[config.mk]
export PLATFORM = sky130hd
export DESIGN_NAME = lsu_ctrl
export DESIGN_NICKNAME = d
export VERILOG_FILES = /design/src/rtl/rv32i_types.sv /design/src/rtl/lsu_align.sv /design/src/rtl/lsu_ctrl.sv
export SDC_FILE = /design/constraint.sdc
export NUM_CORES = 1
export LEC_CHECK = 0
export ABC_AREA = 1
export BUFFER_PORTS_ARGS = -buffer_cell sky130_fd_sc_hd__buf_4
export CORE_MARGIN = 2
export CORE_UTILIZATION = 45
export DETAILED_ROUTE_END_ITERATION = 7
export PLACE_DENSITY = 0.74
export SYNTH_ARGS = -nofsm -noshare
export SYNTH_HDL_FRONTEND = slang
export SYNTH_HIERARCHICAL = 1
export SYNTH_SLANG_ARGS = --single-unit
[constraint.sdc]
create_clock -name clk -period 2.1 [get_ports clk]
set_input_delay 0.21 -clock clk [delete_from_list [all_inputs] [get_ports clk]]
set_output_delay 0.21 -clock clk [all_outputs]
set_load 0.005 [all_outputs]
[src/rtl/rv32i_types.sv]
// rv32i_types: shared load/store sequencer states, trap causes and funct3 encodings
package rv32i_types;
  typedef enum logic [1:0] {IDLE, ACCESS, DONE, TRAP} lsu_state_t;
  typedef enum logic [1:0] {MISALIGNED = 2'd0, ILLEGAL = 2'd1, TIMEOUT = 2'd2} lsu_cause_t;
  typedef enum logic [2:0] {
    lb = 3'b000, lh = 3'b001, lw = 3'b010, ld = 3'b011,
    lbu = 3'b100, lhu = 3'b101, lwu = 3'b110
  } load_funct3_t;
  typedef enum logic [2:0] {sb = 3'b000, sh = 3'b001, sw = 3'b010, sd = 3'b011} store_funct3_t;
endpackage

[src/rtl/lsu_align.sv]
// lsu_align: byte-lane alignment, load extension and legality decode for one access
// ports: funct3/write/offset describe the access; wdata/rdata are the raw store and
// memory read data; byte_enable, shifted_wdata and rdata_ext are the lane-aligned
// results; misaligned and illegal flag accesses that must trap
module lsu_align import rv32i_types::*; #(
  parameter int XLEN = 32,
  localparam int NB = XLEN / 8,
  localparam int OB = $clog2(NB)
) (
  input  logic [2:0]      funct3,
  input  logic            write,
  input  logic [OB-1:0]   offset,
  input  logic [XLEN-1:0] wdata,
  input  logic [XLEN-1:0] rdata,
  output logic [NB-1:0]   byte_enable,
  output logic [XLEN-1:0] shifted_wdata,
  output logic [XLEN-1:0] rdata_ext,
  output logic            misaligned,
  output logic            illegal
);
  logic [1:0] size;
  logic [NB-1:0] smask;
  logic [XLEN-1:0] rsh;
  logic sgn, fill;
  always_comb begin
    size = funct3[1:0];
    smask = size == 2'd0 ? NB'(1) : size == 2'd1 ? NB'(3) : size == 2'd2 ? NB'(15) : '1;
    rsh = rdata >> {offset, 3'b000};
    sgn = size == 2'd0 ? rsh[7] : size == 2'd1 ? rsh[15] : rsh[31];
    fill = sgn & ~funct3[2];
    byte_enable = smask << offset;
    shifted_wdata = wdata << {offset, 3'b000};
    illegal = write ? !(funct3 inside {sb, sh, sw} || (XLEN == 64 && funct3 == sd))
                    : !(funct3 inside {lb, lh, lw, lbu, lhu} || (XLEN == 64 && funct3 inside {ld, lwu}));
    misaligned = size == 2'd1 ? offset[0] : size == 2'd2 ? |offset[1:0] : size == 2'd3 ? |offset : 1'b0;
  end
  // lanes outside the access size take the sign/zero fill
  genvar i;
  for (i = 0; i < NB; i++) begin : g_lane
    assign rdata_ext[8*i +: 8] = smask[i] ? rsh[8*i +: 8] : {8{fill}};
  end
endmodule

[src/rtl/lsu_ctrl.sv]
// lsu_ctrl: load/store sequencer between the core control FSM and the memory port
// ports: req_* is the access request (accepted while req_ready); mem_* is the memory
// port with strobe held until mem_resp; done/rdata/rmask/wmask report completion;
// trap/trap_cause report misaligned, illegal or timed-out accesses; rst is active-low async
module lsu_ctrl import rv32i_types::*; #(
  parameter int XLEN = 32,
  parameter int MAX_WAIT = 0,
  localparam int NB = XLEN / 8,
  localparam int OB = $clog2(NB)
) (
  input  logic            clk,
  input  logic            rst,
  input  logic            req_valid,
  output logic            req_ready,
  input  logic            req_write,
  input  logic [2:0]      req_funct3,
  input  logic [XLEN-1:0] req_addr,
  input  logic [XLEN-1:0] req_wdata,
  output logic [XLEN-1:0] mem_address,
  output logic            mem_read,
  output logic            mem_write,
  output logic [NB-1:0]   mem_byte_enable,
  output logic [XLEN-1:0] mem_wdata,
  input  logic [XLEN-1:0] mem_rdata,
  input  logic            mem_resp,
  output logic            done,
  output logic [XLEN-1:0] rdata,
  output logic [NB-1:0]   rmask,
  output logic [NB-1:0]   wmask,
  output logic            trap,
  output logic [1:0]      trap_cause
);
  localparam int CW = MAX_WAIT > 1 ? $clog2(MAX_WAIT) : 1;
  localparam logic [CW-1:0] LIM = CW'(MAX_WAIT == 0 ? 0 : MAX_WAIT - 1);
  lsu_state_t state, next;
  lsu_cause_t cause_q;
  logic [2:0] f3_q, f3;
  logic [OB-1:0] off_q, off;
  logic write_q, wr, idle, tmo, mis, ill;
  logic [CW-1:0] cnt;
  logic [NB-1:0] be;
  logic [XLEN-1:0] wd_sh, rd_ext;
  // the aligner sees the live request while idle and the captured access afterwards
  assign idle = state == IDLE;
  assign f3 = idle ? req_funct3 : f3_q;
  assign off = idle ? req_addr[OB-1:0] : off_q;
  assign wr = idle ? req_write : write_q;
  assign tmo = MAX_WAIT != 0 && !mem_resp && cnt == LIM;
  lsu_align #(.XLEN(XLEN)) u_align (
    .funct3(f3), .write(wr), .offset(off), .wdata(req_wdata), .rdata(mem_rdata),
    .byte_enable(be), .shifted_wdata(wd_sh), .rdata_ext(rd_ext),
    .misaligned(mis), .illegal(ill)
  );
  always_ff @(posedge clk or negedge rst)
    if (!rst) state <= IDLE;
    else state <= next;
  always_comb begin
    next = idle ? (req_valid ? (ill | mis ? TRAP : ACCESS) : IDLE)
         : state == ACCESS ? (mem_resp ? DONE : tmo ? TRAP : ACCESS) : IDLE;
  end
  always_comb begin
    req_ready = idle;
    done = state == DONE;
    trap = state == TRAP;
    trap_cause = trap ? cause_q : 2'd0;
    rmask = done && !write_q ? mem_byte_enable : '0;
    wmask = done && write_q ? mem_byte_enable : '0;
  end
  always_ff @(posedge clk or negedge rst) begin
    if (!rst) begin
      mem_address <= '0;
      mem_read <= 1'b0;
      mem_write <= 1'b0;
      mem_byte_enable <= '0;
      mem_wdata <= '0;
      rdata <= '0;
      f3_q <= '0;
      off_q <= '0;
      write_q <= 1'b0;
      cause_q <= MISALIGNED;
      cnt <= '0;
    end else if (idle && req_valid) begin
      mem_address <= {req_addr[XLEN-1:OB], {OB{1'b0}}};
      mem_byte_enable <= be;
      mem_wdata <= wd_sh;
      mem_read <= !(ill | mis) && !req_write;
      mem_write <= !(ill | mis) && req_write;
      f3_q <= req_funct3;
      off_q <= req_addr[OB-1:0];
      write_q <= req_write;
      cause_q <= ill ? ILLEGAL : MISALIGNED;
      cnt <= '0;
    end else if (state == ACCESS) begin
      if (mem_resp || tmo) begin
        mem_read <= 1'b0;
        mem_write <= 1'b0;
      end
      if (mem_resp && !write_q) rdata <= rd_ext;
      if (!mem_resp && tmo) cause_q <= TIMEOUT;
      if (!mem_resp && !tmo) cnt <= cnt + CW'(1);
    end
  end
endmodule

# Word level (Yosys, flattened, before mapping)
# Index checks and enable logic that the tools add are counted.
# word_totals
reg_bits	110
input_bits	104
out_inout_bits	115
# classes
eq_ne	10
shifts	3
muxes	28
n_bitwise	4
n_reduce_logical	21
# ops
cell	n
$mux 8	4
$shl 32x5->32	1
$shr 32x5->32	1
$mux 4	4
$mux 2	7
$mux 1	12
$eq 2x2->1 const B	4
$eq 3x3->1 const B	2
$logic_and 1x1->1	6
$logic_not 1->1	5
$reduce_bool 5->1	1
$eq 2x1->1 const B	2
$logic_not 2->1	2
$reduce_bool 2->1	2
$shl 4x2->4	1
$eq 3x1->1 const B	1
$eq 3x2->1 const B	1
$logic_not 3->1	1
$mux 3	1
$reduce_and 3->1	1
$reduce_bool 3->1	1
$not 1->1	2
$reduce_and 2->1	1
$reduce_or 2->1	1
other kinds (2)	2

# Depth between registers and ports, before layout
# Gate-level depths: netlist of run 1.
# logic_depth
ltp_word	10
ltp_mapped	14

# By module
# The synthesis of run 1 kept the hierarchy.
# modules_own_cells
mod	n_inst	cells_each	area_per_inst_um2
lsu_ctrl	1	510	4399.2
lsu_align	1	282	1285.0

# Worst setup path after synthesis of run 1
# Ideal clock, no wire load.
# synth_path
path_type	register -> register
start	register state[1]
end	register rdata[24]
setup_time_ns	0.066
arrival_ns	2.023
path_slack_ns	0.011
path_stages_with_launch	13
synth_period_minus_slack_ns	2.089
path_cell_list	dfrtp_1 > inv_1 > nand2_1 > o21ai_0 > inv_1 > nor2_4 > nand3_2 > nand3_2 > nand3_4 > buf_6 > nand2_1 > nand3_1 > nand2_1
# synth_between
elab_chain_cells	7
word_cells_on_any_way	17
# synth_rtl
item	line_no	rtl
from (decl)	lsu_ctrl.sv:35	lsu_state_t state, next;
from (signal assigned)	lsu_ctrl.sv:56	else state <= next;
$logic_not 2->1 *	lsu_ctrl.sv:44	assign idle = state == IDLE;
$mux 3 *	lsu_ctrl.sv:45	assign f3 = idle ? req_funct3 : f3_q;
named net f3[1]	lsu_ctrl.sv:37	logic [2:0] f3_q, f3;
$eq 2x1->1	lsu_align.sv:27, lsu_align.sv:29	
$mux 1 (2 in series)	lsu_align.sv:29	sgn = size == 2'd0 ? rsh[7] : size == 2'd1 ? rsh[15] : rsh[31];
$and 1x1->1	lsu_align.sv:30	fill = sgn & ~funct3[2];
$mux 8 *	lsu_align.sv:40	assign rdata_ext[8*i +: 8] = smask[i] ? rsh[8*i +: 8] : {8{fill}};
named net rd_ext[24]	lsu_ctrl.sv:42	logic [XLEN-1:0] wd_sh, rd_ext;
to (signal assigned)	lsu_ctrl.sv:98	if (mem_resp && !write_q) rdata <= rd_ext;
to (decl)	lsu_ctrl.sv:27	output logic [XLEN-1:0] rdata,
# Mark *: on every way through the listed nets, which the timed path passes. The rest lies on a longest branch.
# A chain may end at the register's enable or synchronous reset.

# Worst setup path after layout of run 1
# layout_path
start	register state[1]
end	register rdata[16]
# layout_between
elab_chain_cells	7
word_cells_on_any_way	17
# layout_rtl
item	line_no	rtl
$logic_not 2->1 *	lsu_ctrl.sv:44	
$mux 2 *	lsu_ctrl.sv:46	assign off = idle ? req_addr[OB-1:0] : off_q;
named net off[0]	lsu_ctrl.sv:38	logic [OB-1:0] off_q, off;
$shr 32x5->32 *	lsu_align.sv:28	rsh = rdata >> {offset, 3'b000};
$mux 1 (2 in series)	lsu_align.sv:29	
$and 1x1->1	lsu_align.sv:30	
$mux 8 *	lsu_align.sv:40	
named net rd_ext[16]	lsu_ctrl.sv:42	
# Marked as above.

==> summary.md, run 1 <==
| Metric | Value |
|---|---|
| Worst Skew | a little under 0.01 ns |
| Area Overhead vs Synth | 38.7% |
| Yosys warns | 6 |
| Dpl cells | 1160 |
| Gate Count Post-Synth | 792 |
| Antenna diodes | 0 |
| Final HPWL DP | 12500 µm |
| Worst-skew pair later-pin latency | 0.35 ns |
| CTS tree | done |
| Initial antenna violation count | 0 |
| Reg2reg setup slack | 0.13 ns |
| Total Routed Length | 17200 µm |
| Final Hold Fails | 0 |
| DRC violations left | 0 |
| Layout cell share with drive strength beyond 1 | 27.9% |
| Die H | 116 µm |
| Peak VDD IR | 0.000685 V |
| Largest fanout on the critical path | 10 |
| Initial core utilization | 45.6% |
| CTS Sinks | 109 |
| Core ar. | between 10000 and 15000 µm² |
| Via count | 5933 |
| Final design utilization | a little over three fifths |
| Post-synth top area share | 48.0% |
| Top cells by count, synth | nand2_1 (375), dfrtp_1 (109), nor2_1 (61) |
| Grt ovf | 0 |
| Count of input and output buffers | about 220 |
| Worst EP required | 2.39 ns |
| Reg clk slew, reported paths | 0.08 ns |
| Final setup viols | 0 |
| Met1 Usage GRT | 33.3% |
| Main combinational cell family by area after synthesis | simple AND/OR/NAND/NOR gates |
| GR Util met3 | 7.21% |
| Synth area leader | dfrtp_1 |
| Cell with the most instances after synthesis | nand2_1 |
| Final GP Congestion | 0.913 |
| Vias in the first global route | 5444 |
| Max Cap Viol | 0 |
| CP Class | flip-flop to flip-flop |
| Most used routing layer | met2 |
| Max Root-Sink Buffers | 2 |
| Slew Limit Fails | 0 |
| Design Power | 11900 µW |
| First-pass GRT wire length | 26900 µm |
| FP Rows | 41 |
| Clk root buf | clkbuf_16 |
| Fmax | approximately 500 MHz |
| Adder-Cell Fraction of Synth Area | 0% |
| Sequential-to-total area share from yosys stat | 48.0% |
| Worst setup SP type | flip-flop |
| Seq cells post-synth | 109 |
| Synth Area in XOR/XNOR | 0% |
| Finished Layout Cells | approximately 1200 |
| Tcrit/Tclk final | roughly 94% |
| Synth Flop Type | dfrtp_1 |
| Synth unique cells | 24 |
| Initial DRT Pass Iterations | 6 |
| Syn avg cell area | 7.18 µm² |
| Met2 Usage GRT | 40.2% |
| Initial DRC count | between 600 and 700 |
| Period minus WS final | 1.97 ns |
| Total track usage | 25.3% |
| Compound-Gate Fraction of Synth Area | under 10% |
| Top post-synthesis cells by area | dfrtp_1 (48%), nand2_1 (25%), o21ai_0 (4.3%) |
| Die X | 116 µm |
| Post-synth EDFFs | 0 |
| Largest net degree at the start of global routing | 64 |
| Worst Path Arrival | between 2 and 2.5 ns |
| Worst Hold Class | primary input to flip-flop |
| Tightest Pin Transition | 0.603 ns |
| Via/cell ratio | 5.01 |
| # H-tree levels | 3 |
| CTS Buf Count | 9 |
| Async SR Flop Fraction | 100% |
| Hold slack | around 0.046 ns |
| Routed Antenna Nets | 0 |
| Worst Setup End Kind | flip-flop |
| Status | finished, final reports clean |
| WL per Instance | around 14 µm |
| IO Pins | 219 |
| Fin nets | 1112 |
| Die footprint | 13500 µm² |
| Leak | 0.00450 µW |
| PwrDens | 1510 nW/µm² |
| Mux share of post-synthesis cell area | 0% |
| Post-synthesis simple-gate area fraction | around a third |
| Worst slew margin | 59.7% |
| Post-Synthesis Cell Area | 5680 µm² |
-- through the flow --
step	area (µm²)	setup slack, ns	TNS [ns]
after floorplan	5690	0.0113	0
after global placement	7480	-0.00996	-0.0191
after detailed placement	7480	-0.0953	-0.908
after CTS	7840	0.0442	0
after global routing	7880	-0.0383	-0.254
final	7880	0.130	0
-- final cells by class --
class,count,area [µm²]
fillers,1174,4580
clock buffers,9,225
inverters,53,199
repair buffers,250,1900
flip-flops and latches,109,2730
clock inverters,7,72.6
multi-input cells,585,2540
well taps,172,215
-- kinds of logic (layout without fill, tap and decap cells) --
| kind of cell | after synthesis | after routing |
|---|---|---|
| other | 1 | 3 |
| AOI/OAI and AO/OA | 92 | 92 |
| and+or+nand+nor | 489 | 490 |
| DFF | 109 | 109 |
| buffers and inverters | 101 | 319 |
-- routing by layer --
| metal | up-vias | routed length [µm] |
|---|---|---|
| li1 | 2899 | - |
| met5 | - | 0 |
| met4 | 0 | 434 |
| met3 | 24 | 1550 |
| met2 | 257 | 8290 |
| met1 | 2753 | 6890 |
-- worst max-delay path, stage by stage (launching register included) --
cell	delay (ns)
dfrtp_1	0.38
inv_1	0.11
nand2_4	0.12
o21ai_4	0.23
buf_4	0.16
nand2_1	0.06
nand3_1	0.09
nand3_1	0.13
nand3_4	0.14
nand3_2	0.19
nand2_1	0.11
nand3_1	0.08
nand2_1	0.08
-- power breakdown --
| group | internal, µW | leakage [µW] | switching [µW] | total, µW |
|---|---|---|---|---|
| clock | 846 | 0.000144 | 852 | 1700 |
| sequential | 3030 | 0.00138 | 571 | 3600 |
| combinational | 2870 | 0.00298 | 3750 | 6620 |
-- placed cells by master, fill, tap and decap left out, types with 7 or more instances in the layout --
| cell type | netlist | routed |
|---|---|---|
| a21oi_1 | 22 | 22 |
| inv_1 | 50 | 50 |
| nand2_1 | 375 | 373 |
| a22oi_1 | 11 | 11 |
| nand3_1 | 43 | 42 |
| dfrtp_1 | 109 | 109 |
| o21ai_0 | 49 | 46 |
| buf_4 | 11 | 247 |
| clkbuf_16 | 0 | 9 |
| nor2_1 | 61 | 61 |
| o32ai_1 | 7 | 7 |
-- sequential cells by signal, indices dropped and copies added, names as in the netlist --
register,count
state,2
mem_byte_enable,4
rdata,32
write_q,1
mem_wdata,32
mem_read,1
cause_q,1
mem_write,1
off_q,2
f3_q,3
mem_address,30
-- worst paths after layout --
check                                      startpoint  depth (start not counted)                     endpoint
worst max-delay path               state[1]$_DFF_PN0_                         12        rdata[16]$_DFFE_PN0P_
worst min-delay path                     req_addr[29]                          3  mem_address[29]$_DFFE_PN0P_
worst max register to register     state[1]$_DFF_PN0_                         12        rdata[16]$_DFFE_PN0P_
worst min register to register  rdata[21]$_DFFE_PN0P_                          2        rdata[21]$_DFFE_PN0P_
max in group asynchronous                         rst                          3  mem_address[17]$_DFFE_PN0P_
min in group asynchronous                         rst                          2        rdata[29]$_DFFE_PN0P_
-- repair_timing --
| item | 4_1_cts | 5_1_grt |
|---|---|---|
| hold buffers | 1 | 0 |
| gates resized for setup | 2 | 5 |
| pin swaps | 2 | 2 |
| setup endpoints to repair | 16 | 62 |
| gates cloned | 0 | 1 |
| hold endpoints to repair | 27 | 0 |
| buffers inserted | 6 | 1 |
Note: power is estimated with default switching activity, not from simulation.
==> run 2, diff against run 1 <==
--- a/config.mk
+++ b/config.mk
@@ -5,7 +5,7 @@
 export SDC_FILE = /design/constraint.sdc
 export NUM_CORES = 1
 export LEC_CHECK = 0
-export ABC_AREA = 1
+export ABC_AREA = 0
 export BUFFER_PORTS_ARGS = -buffer_cell sky130_fd_sc_hd__buf_4
 export CORE_MARGIN = 2
 export CORE_UTILIZATION = 45
==> summary.md, run 2 <==
| Metric | Value |
|---|---|
| Status | finished with violations |
| Failing checks | setup timing |
| Worst Setup End Kind | flip-flop |
| Met2 Routed Length | 7740 µm (-6.7%) |
| Post-synth EDFFs | 0 (unchanged) |
| Worst Path Arrival | 2.37 ns (+0.11 ns) |
| Final worst slack | -0.0372 ns (-0.167 ns) |
| Via/cell ratio | 5.11 (+2.1%) |
| Via count | 5190 (-13%) |
| Total negative slack | -0.0723 ns (-0.0723 ns) |
| Worst slew margin | 56.4% (-3.2 points) |
| Max Root-Sink Buffers | 2 (unchanged) |
| WL per Instance | 16.3 µm (+12%) |
| # H-tree levels | 3 (unchanged) |
| Initial antenna violation count | 0 (unchanged) |
| CTS tree | done |
| Worst EP required | 2.33 ns (-0.06 ns) |
| Synth unique cells | 38 (+58%) |
| Cell with the most instances after synthesis | nand2_1 |
| Routed wl met3 | 1120 µm (-28%) |
| Final GP Congestion | 0.932 (+2.1%) |
| Die footprint | 13600 µm² (+0.62%) |
| Worst path slowest cell | dfrtp_1 |
| Total Routed Length | 16500 µm (-3.9%) |
| Worst Hold Class | primary input to flip-flop |
| Unrepaired setup endpoints after global routing | yes |
| Synth Flop Type | dfrtp_1 |
| Largest net degree at the start of global routing | 110 (+72%) |
| Yosys warns | 6 (unchanged) |
| Max incr delay on CP | 0.41 ns (+0.03 ns) |
| CP Class | flip-flop to flip-flop |
| Core ar. | 12500 µm² (+0.41%) |
| Fmax | 468 MHz (-7.8%) |
| Die H | 117 µm (+0.31%) |
| Crit-path cells | nor2_4, mux2_4, clkbuf_16, mux2_2, a221oi_2, a21oi_1, mux2_2 |
| Crit path max-delay family | multiplexers |
| Final setup viols | 5 (+5) |
| Dpl cells | 993 (-14%) |
| Cell mode on critical path | mux2_2 |
| Async SR Flop Fraction | 100% (unchanged) |
| Reg clk slew, reported paths | 0.07 ns (about the same) |
| Commonest non-fill, non-tap cell in the layout | nand2_1 |
| Most frequent cells in the layout | nand2_1 (251), buf_4 (233), dfrtp_1 (109), mux2_2 (42), mux2i_1 (25) |
| Max Cap Viol | 0 (unchanged) |
| Fin nets | 942 (-15%) |
| Slew Limit Fails | 0 (unchanged) |
| Grt ovf | 0 (unchanged) |
| Vias in the first global route | 5023 (-7.7%) |
| Antenna diodes | 0 (unchanged) |
| Routed Antenna Nets | 0 (unchanged) |
| Largest fanout on the critical path | 7 (-3) |
| Tcrit/Tclk final | 102% (+7.9 points) |
| Synth area leader | dfrtp_1 |
| Initial DRT Pass Iterations | 5 (-1) |
| Syn avg cell area | 9.09 µm² (+27%) |
| Finished Layout Cells | 1015 (-14%) |
| Initial DRC count | 273 (-57%) |
| DRC violations left | 0 (unchanged) |
| WP buf/inv | 1 (-1) |
| IO Pins | 219 (unchanged) |
| Count of input and output buffers | 215 (unchanged) |
| Area Overhead vs Synth | 39.7% |
| Design area | 7990 µm² (+1.4%) |
| Seq cells post-synth | 109 (unchanged) |
| Tightest Pin Transition | 0.653 ns (+0.0504 ns) |
| Worst setup SP type | flip-flop |
| Worst Skew | 0.00713 ns (-0.00258 ns) |
| Top Layer Used | met4 |
| Layout cell share with drive strength beyond 1 | 40.1% (+12 points) |
| PwrDens | 1460 nW/µm² (-3.6%) |
| CTS Buf Count | 9 (unchanged) |
| Post-Synthesis Cell Area | 5720 µm² (+0.64%) |
| Placed instance area | 7570 µm² (+1.1%) |
| Sequential-to-total area share from yosys stat | 47.7% (-0.30 points) |
| Regs by FF count | mem_wdata x32, rdata x32, mem_address x30 |
| Gate Count Post-Synth | 629 (-21%) |
| Post-synth top area share | 47.7% (-0.30 points) |
| Period minus WS final | 2.14 ns (+0.167 ns) |
| Final design utilization | 63.8% (+0.61 points) |
| First-pass GRT wire length | 25600 µm (-4.7%) |
| Initial core utilization | 45.7% (+0.10 points) |
| Total track usage | 23.9% (-1.4 points) |
| Leak | 0.00419 µW (-6.9%) |
| FP Rows | 41 (unchanged) |
| Final Hold Fails | 0 (unchanged) |
| Worst-skew pair later-pin latency | 0.34 ns (about the same) |
| Final HPWL DP | 11900 µm (-5.2%) |
| WL met1 | 7440 µm (+7.9%) |
| Clk root buf | clkbuf_16 |
| Top post-synthesis cells by area | dfrtp_1 (48%), nand2_1 (16%), mux2_2 (10%) |
| CTS Sinks | 109 (unchanged) |
| Top cells by count, synth | nand2_1 (251), dfrtp_1 (109), mux2_2 (53) |
| Peak VDD IR | 0.000633 V (-7.7%) |
| Die X | 117 µm (+0.31%) |
==> run 2: layout make-up <==
type	count	area, µm²
fill	1090	4530
clock buffer	11	243
sequential	109	2730
tap	172	215
multi-input combinational	474	2850
timing repair buffer	242	1920
clock inverter	5	35.0
inverter	2	7.51
==> run 2: stage by stage <==
stage	hold WS [ns]	setup WS (ns)	total power (µW)
5_1_grt	0.0489	-0.104	12500
4_1_cts	0.0472	0.00271	11500
3_3_place_gp	0.322	-0.0330	9520
2_1_floorplan	-0.0856	-0.0459	7250
6_report	0.0578	-0.0372	11600
3_5_place_dp	0.339	-0.0972	9720
==> run 2: cells by family (layout without fill, tap and decap cells) <==
logic type / count (synthesis) / after routing / share of synthesized area (%)
AND/OR/NAND/NOR: 331 / 332 / 24.8
flip-flops: 109 / 109 / 47.7
multiplexers: 80 / 80 / 15.2
AO/OA/AOI/OAI: 58 / 58 / 6.28
buffers and inverters: 49 / 260 / 5.77
other: 1 / 3 / 0.0656
XOR/XNOR: 1 / 1 / 0.153
==> run 2: what timing repair did <==
| item | CTS | global route |
|---|---|---|
| pin swaps | 4 | 7 |
| buffers inserted | 3 | 0 |
| hold buffers | 1 | 0 |
| gates cloned | 1 | 1 |
| endpoints found under the setup margin | 24 | 44 |
| endpoints found under the hold margin | 109 | 0 |
| resized for setup | 4 | 15 |
==> run 2: worst register-to-register path, stage by stage, from the launching register on <==
cell and delay [ns]:
dfrtp_1 0.41, nor2_4 0.18, mux2_4 0.37, clkbuf_16 0.19, mux2_2 0.30, a221oi_2 0.27, a21oi_1 0.06, mux2_2 0.26
==> run 2: layer usage <==
metal  vias up  track usage (%)
li1       2490                -
met1      2472             33.8
met2       211             37.7
met3        17             4.10
met4         0             7.69
met5         -                0
==> run 2: path summary, 6_finish.rpt <==
check	start	to	slack, ns	cells after the start
min in group asynchronous	rst	mem_wdata[25]$_DFFE_PN0P_	0.42	3
hold reg to reg	mem_address[30]$_DFFE_PN0P_	mem_address[30]$_DFFE_PN0P_	0.48	2
setup / recovery	state[0]$_DFF_PN0_	rdata[11]$_DFFE_PN0P_	-0.04	7
max in group asynchronous	rst	rdata[14]$_DFFE_PN0P_	1.13	3
setup reg to reg	state[0]$_DFF_PN0_	rdata[11]$_DFFE_PN0P_	-0.04	7
hold / removal	req_addr[28]	mem_address[28]$_DFFE_PN0P_	0.06	3
==> run 2: power by group <==
part,internal (µW),switching [µW]
combinational,3240,3150
clock,841,761
sequential,3040,604
total,7120,4510
==> run 3, diff against run 2 <==
--- a/config.mk
+++ b/config.mk
@@ -8,9 +8,9 @@
 export ABC_AREA = 0
 export BUFFER_PORTS_ARGS = -buffer_cell sky130_fd_sc_hd__buf_4
 export CORE_MARGIN = 2
-export CORE_UTILIZATION = 45
+export CORE_UTILIZATION = 50
 export DETAILED_ROUTE_END_ITERATION = 7
-export PLACE_DENSITY = 0.74
+export PLACE_DENSITY = 0.78
 export SYNTH_ARGS = -nofsm -noshare
 export SYNTH_HDL_FRONTEND = slang
 export SYNTH_HIERARCHICAL = 1
==> constraint.sdc (replaced) <==
create_clock -name clk -period 2.2 [get_ports clk]
set_input_delay 0.22 -clock clk [delete_from_list [all_inputs] [get_ports clk]]
set_output_delay 0.22 -clock clk [all_outputs]
set_load 0.005 [all_outputs]
==> summary.md, run 3 (same netlist as run 2, synthesis figures left out) <==
| Metric | Value |
|---|---|
| First-pass GRT wire length | 26100 µm (+1.9%) |
| Worst setup SP type | flip-flop |
| Leak | 0.00412 µW (-1.7%) |
| Regs by FF count | mem_wdata x32, rdata x32, mem_address x30 |
| Vias in the first global route | 5039 (+0.32%) |
| Grt ovf | 0 (unchanged) |
| Worst Path Arrival | 2.38 ns (about the same) |
| Worst Skew | 0.00432 ns (-0.00281 ns) |
| Final Hold Fails | 0 (unchanged) |
| WP buf/inv | 0 (-1) |
| Crit-path cells | nor2_4, mux2_4, mux2_2, a221oi_1, a21oi_1, mux2_2 |
| Final GP Congestion | 0.919 (-1.4%) |
| Initial DRC count | 426 (+56%) |
| Multi-input logic area | 2720 µm² (-4.4%) |
| Cell mode on critical path | mux2_2 |
| Total Routed Length | 16100 µm (-2.7%) |
| FP Rows | 39 (-4.9%) |
| Hold path start | req_addr[31] |
| Core ar. | 11300 µm² (-9.9%) |
| Area Overhead vs Synth | 35.7% |
| Antenna diodes | 0 (unchanged) |
| Worst-skew pair later-pin latency | 0.34 ns (about the same) |
| Max incr delay on CP | 0.42 ns (about the same) |
| Die footprint | 12300 µm² (-9.7%) |
| WL per Instance | 16.4 µm (+0.79%) |
| Initial DRT Pass Iterations | 5 (unchanged) |
| DRC violations left | 0 (unchanged) |
| Largest fanout on the critical path | 15 (+8) |
| Max Cap Viol | 0 (unchanged) |
| Tcrit/Tclk final | 97.7% (-4.1 points) |
| Via/cell ratio | 5.30 (+3.7%) |
| Largest net degree at the start of global routing | 51 (-54%) |
| PwrDens | 1380 nW/µm² (-5.3%) |
| Layout cell share with drive strength beyond 1 | 37.6% (-2.5 points) |
| Worst Setup End Kind | flip-flop |
| Initial core utilization | 50.7% (+5.0 points) |
| Design Power | 10700 µW (-8.0%) |
| Total track usage | 26.0% (+2.0 points) |
| Die X | 111 µm (-5.0%) |
| Critical Path Start | state[0]$_DFF_PN0_ |
| Worst slew margin | 58.5% (+2.0 points) |
| Unrepaired setup endpoints after global routing | yes |
| Commonest non-fill, non-tap cell in the layout | nand2_1 |
| Worst R2R Start | state[0]$_DFF_PN0_ |
| Via count | 5198 (+0.15%) |
| Fmax | 465 MHz (-0.55%) |
| Max Root-Sink Buffers | 2 (unchanged) |
| Place WS | -0.0634 ns (+0.0339 ns) |
| Crit path max-delay family | multiplexers |
| Most frequent cells in the layout | nand2_1 (251), buf_4 (232), dfrtp_1 (109), mux2_2 (49), mux2i_1 (25) |
| CP Class | flip-flop to flip-flop |
| Final HPWL DP | 12000 µm (+1.2%) |
| Reg clk slew, reported paths | 0.07 ns (about the same) |
| Tightest Pin Transition | 0.621 ns (-0.0319 ns) |
| Clk root buf | clkbuf_16 |
| Fin nets | 936 (-0.64%) |
| Die H | 111 µm (-5.0%) |
| Total negative slack | 0 ns (+0.0723 ns) |
| Status | finished, final reports clean |
| Final worst slack | 0.0509 ns (+0.0881 ns) |
| CTS Buf Count | 9 (unchanged) |
| Period minus WS final | 2.15 ns (+0.0119 ns) |
| IO Pins | 219 (unchanged) |
| # H-tree levels | 3 (unchanged) |
| Worst Hold Class | primary input to flip-flop |
| Peak VDD IR | 0.000618 V (-2.3%) |
| CTS Sinks | 109 (unchanged) |
| Initial antenna violation count | 0 (unchanged) |
| Worst EP required | 2.43 ns (+0.10 ns) |
| CTS tree | done |
| FF+latch area | 2730 µm² (unchanged) |
| Worst path slowest cell | dfrtp_1 |
| Count of input and output buffers | 215 (unchanged) |
| Layout fillers | 907 (-17%) |
| Routed Antenna Nets | 0 (unchanged) |
| Hold slack | 0.0674 ns (+0.00957 ns) |
| Slew Limit Fails | 0 (unchanged) |
| Final setup viols | 0 (-5) |
[run 3: metal layers]
metal,wire (µm),up-vias,part of all wire [%],global-route usage (%)
met5,0,-,0,0
met1,7010,2467,44,36.0
met2,7630,222,47,41.8
li1,-,2485,-,-
met3,1120,24,7.0,5.47
met4,298,0,1.9,6.92
[run 3: final cells by class]
type                    instances  area share (%)
flip-flops and latches        109            35.1
multi-input cells             473            35.1
clock buffers                  13            3.35
inverters                       2          0.0967
well taps                     143            2.30
repair buffers                237            23.5
clock inverters                 3           0.564
[run 3: worst paths after layout]
kind	depth (start not counted)	end	slack, ns
min in group asynchronous	2	mem_address[21]$_DFFE_PN0P_	0.41
setup reg to reg	6	rdata[11]$_DFFE_PN0P_	0.05
hold reg to reg	2	cause_q[0]$_DFFE_PN0P_	0.47
hold / removal	3	mem_address[31]$_DFFE_PN0P_	0.07
setup / recovery	6	rdata[11]$_DFFE_PN0P_	0.05
max in group asynchronous	3	mem_wdata[7]$_DFFE_PN0P_	1.12
[run 3: timing repair]
action	CTS	global route
gates resized for setup	3	6
hold buffers	1	0
endpoints found under the setup margin	16	21
buffers inserted	0	0
endpoints found under the hold margin	41	0
[run 3: through the flow]
stage	cell area (µm²)	utilization [%]	instances
3_5_place_dp	7410	65.7	963
2_1_floorplan	5740	-	631
6_report	7760	68.9	980
5_1_grt	7760	68.9	980
4_1_cts	7740	68.7	980
3_3_place_gp	7410	65.7	963
[run 3: where the power goes]
part | total [µW] | internal [µW] | switching (µW)
sequential | 3460 | 2900 | 558
clock | 1640 | 947 | 698
combinational | 5610 | 2790 | 2820
[run 3: worst min-delay path, stage by stage]
cell     delay, ns
buf_4         0.08
nand2_1       0.04
nand2_1       0.05
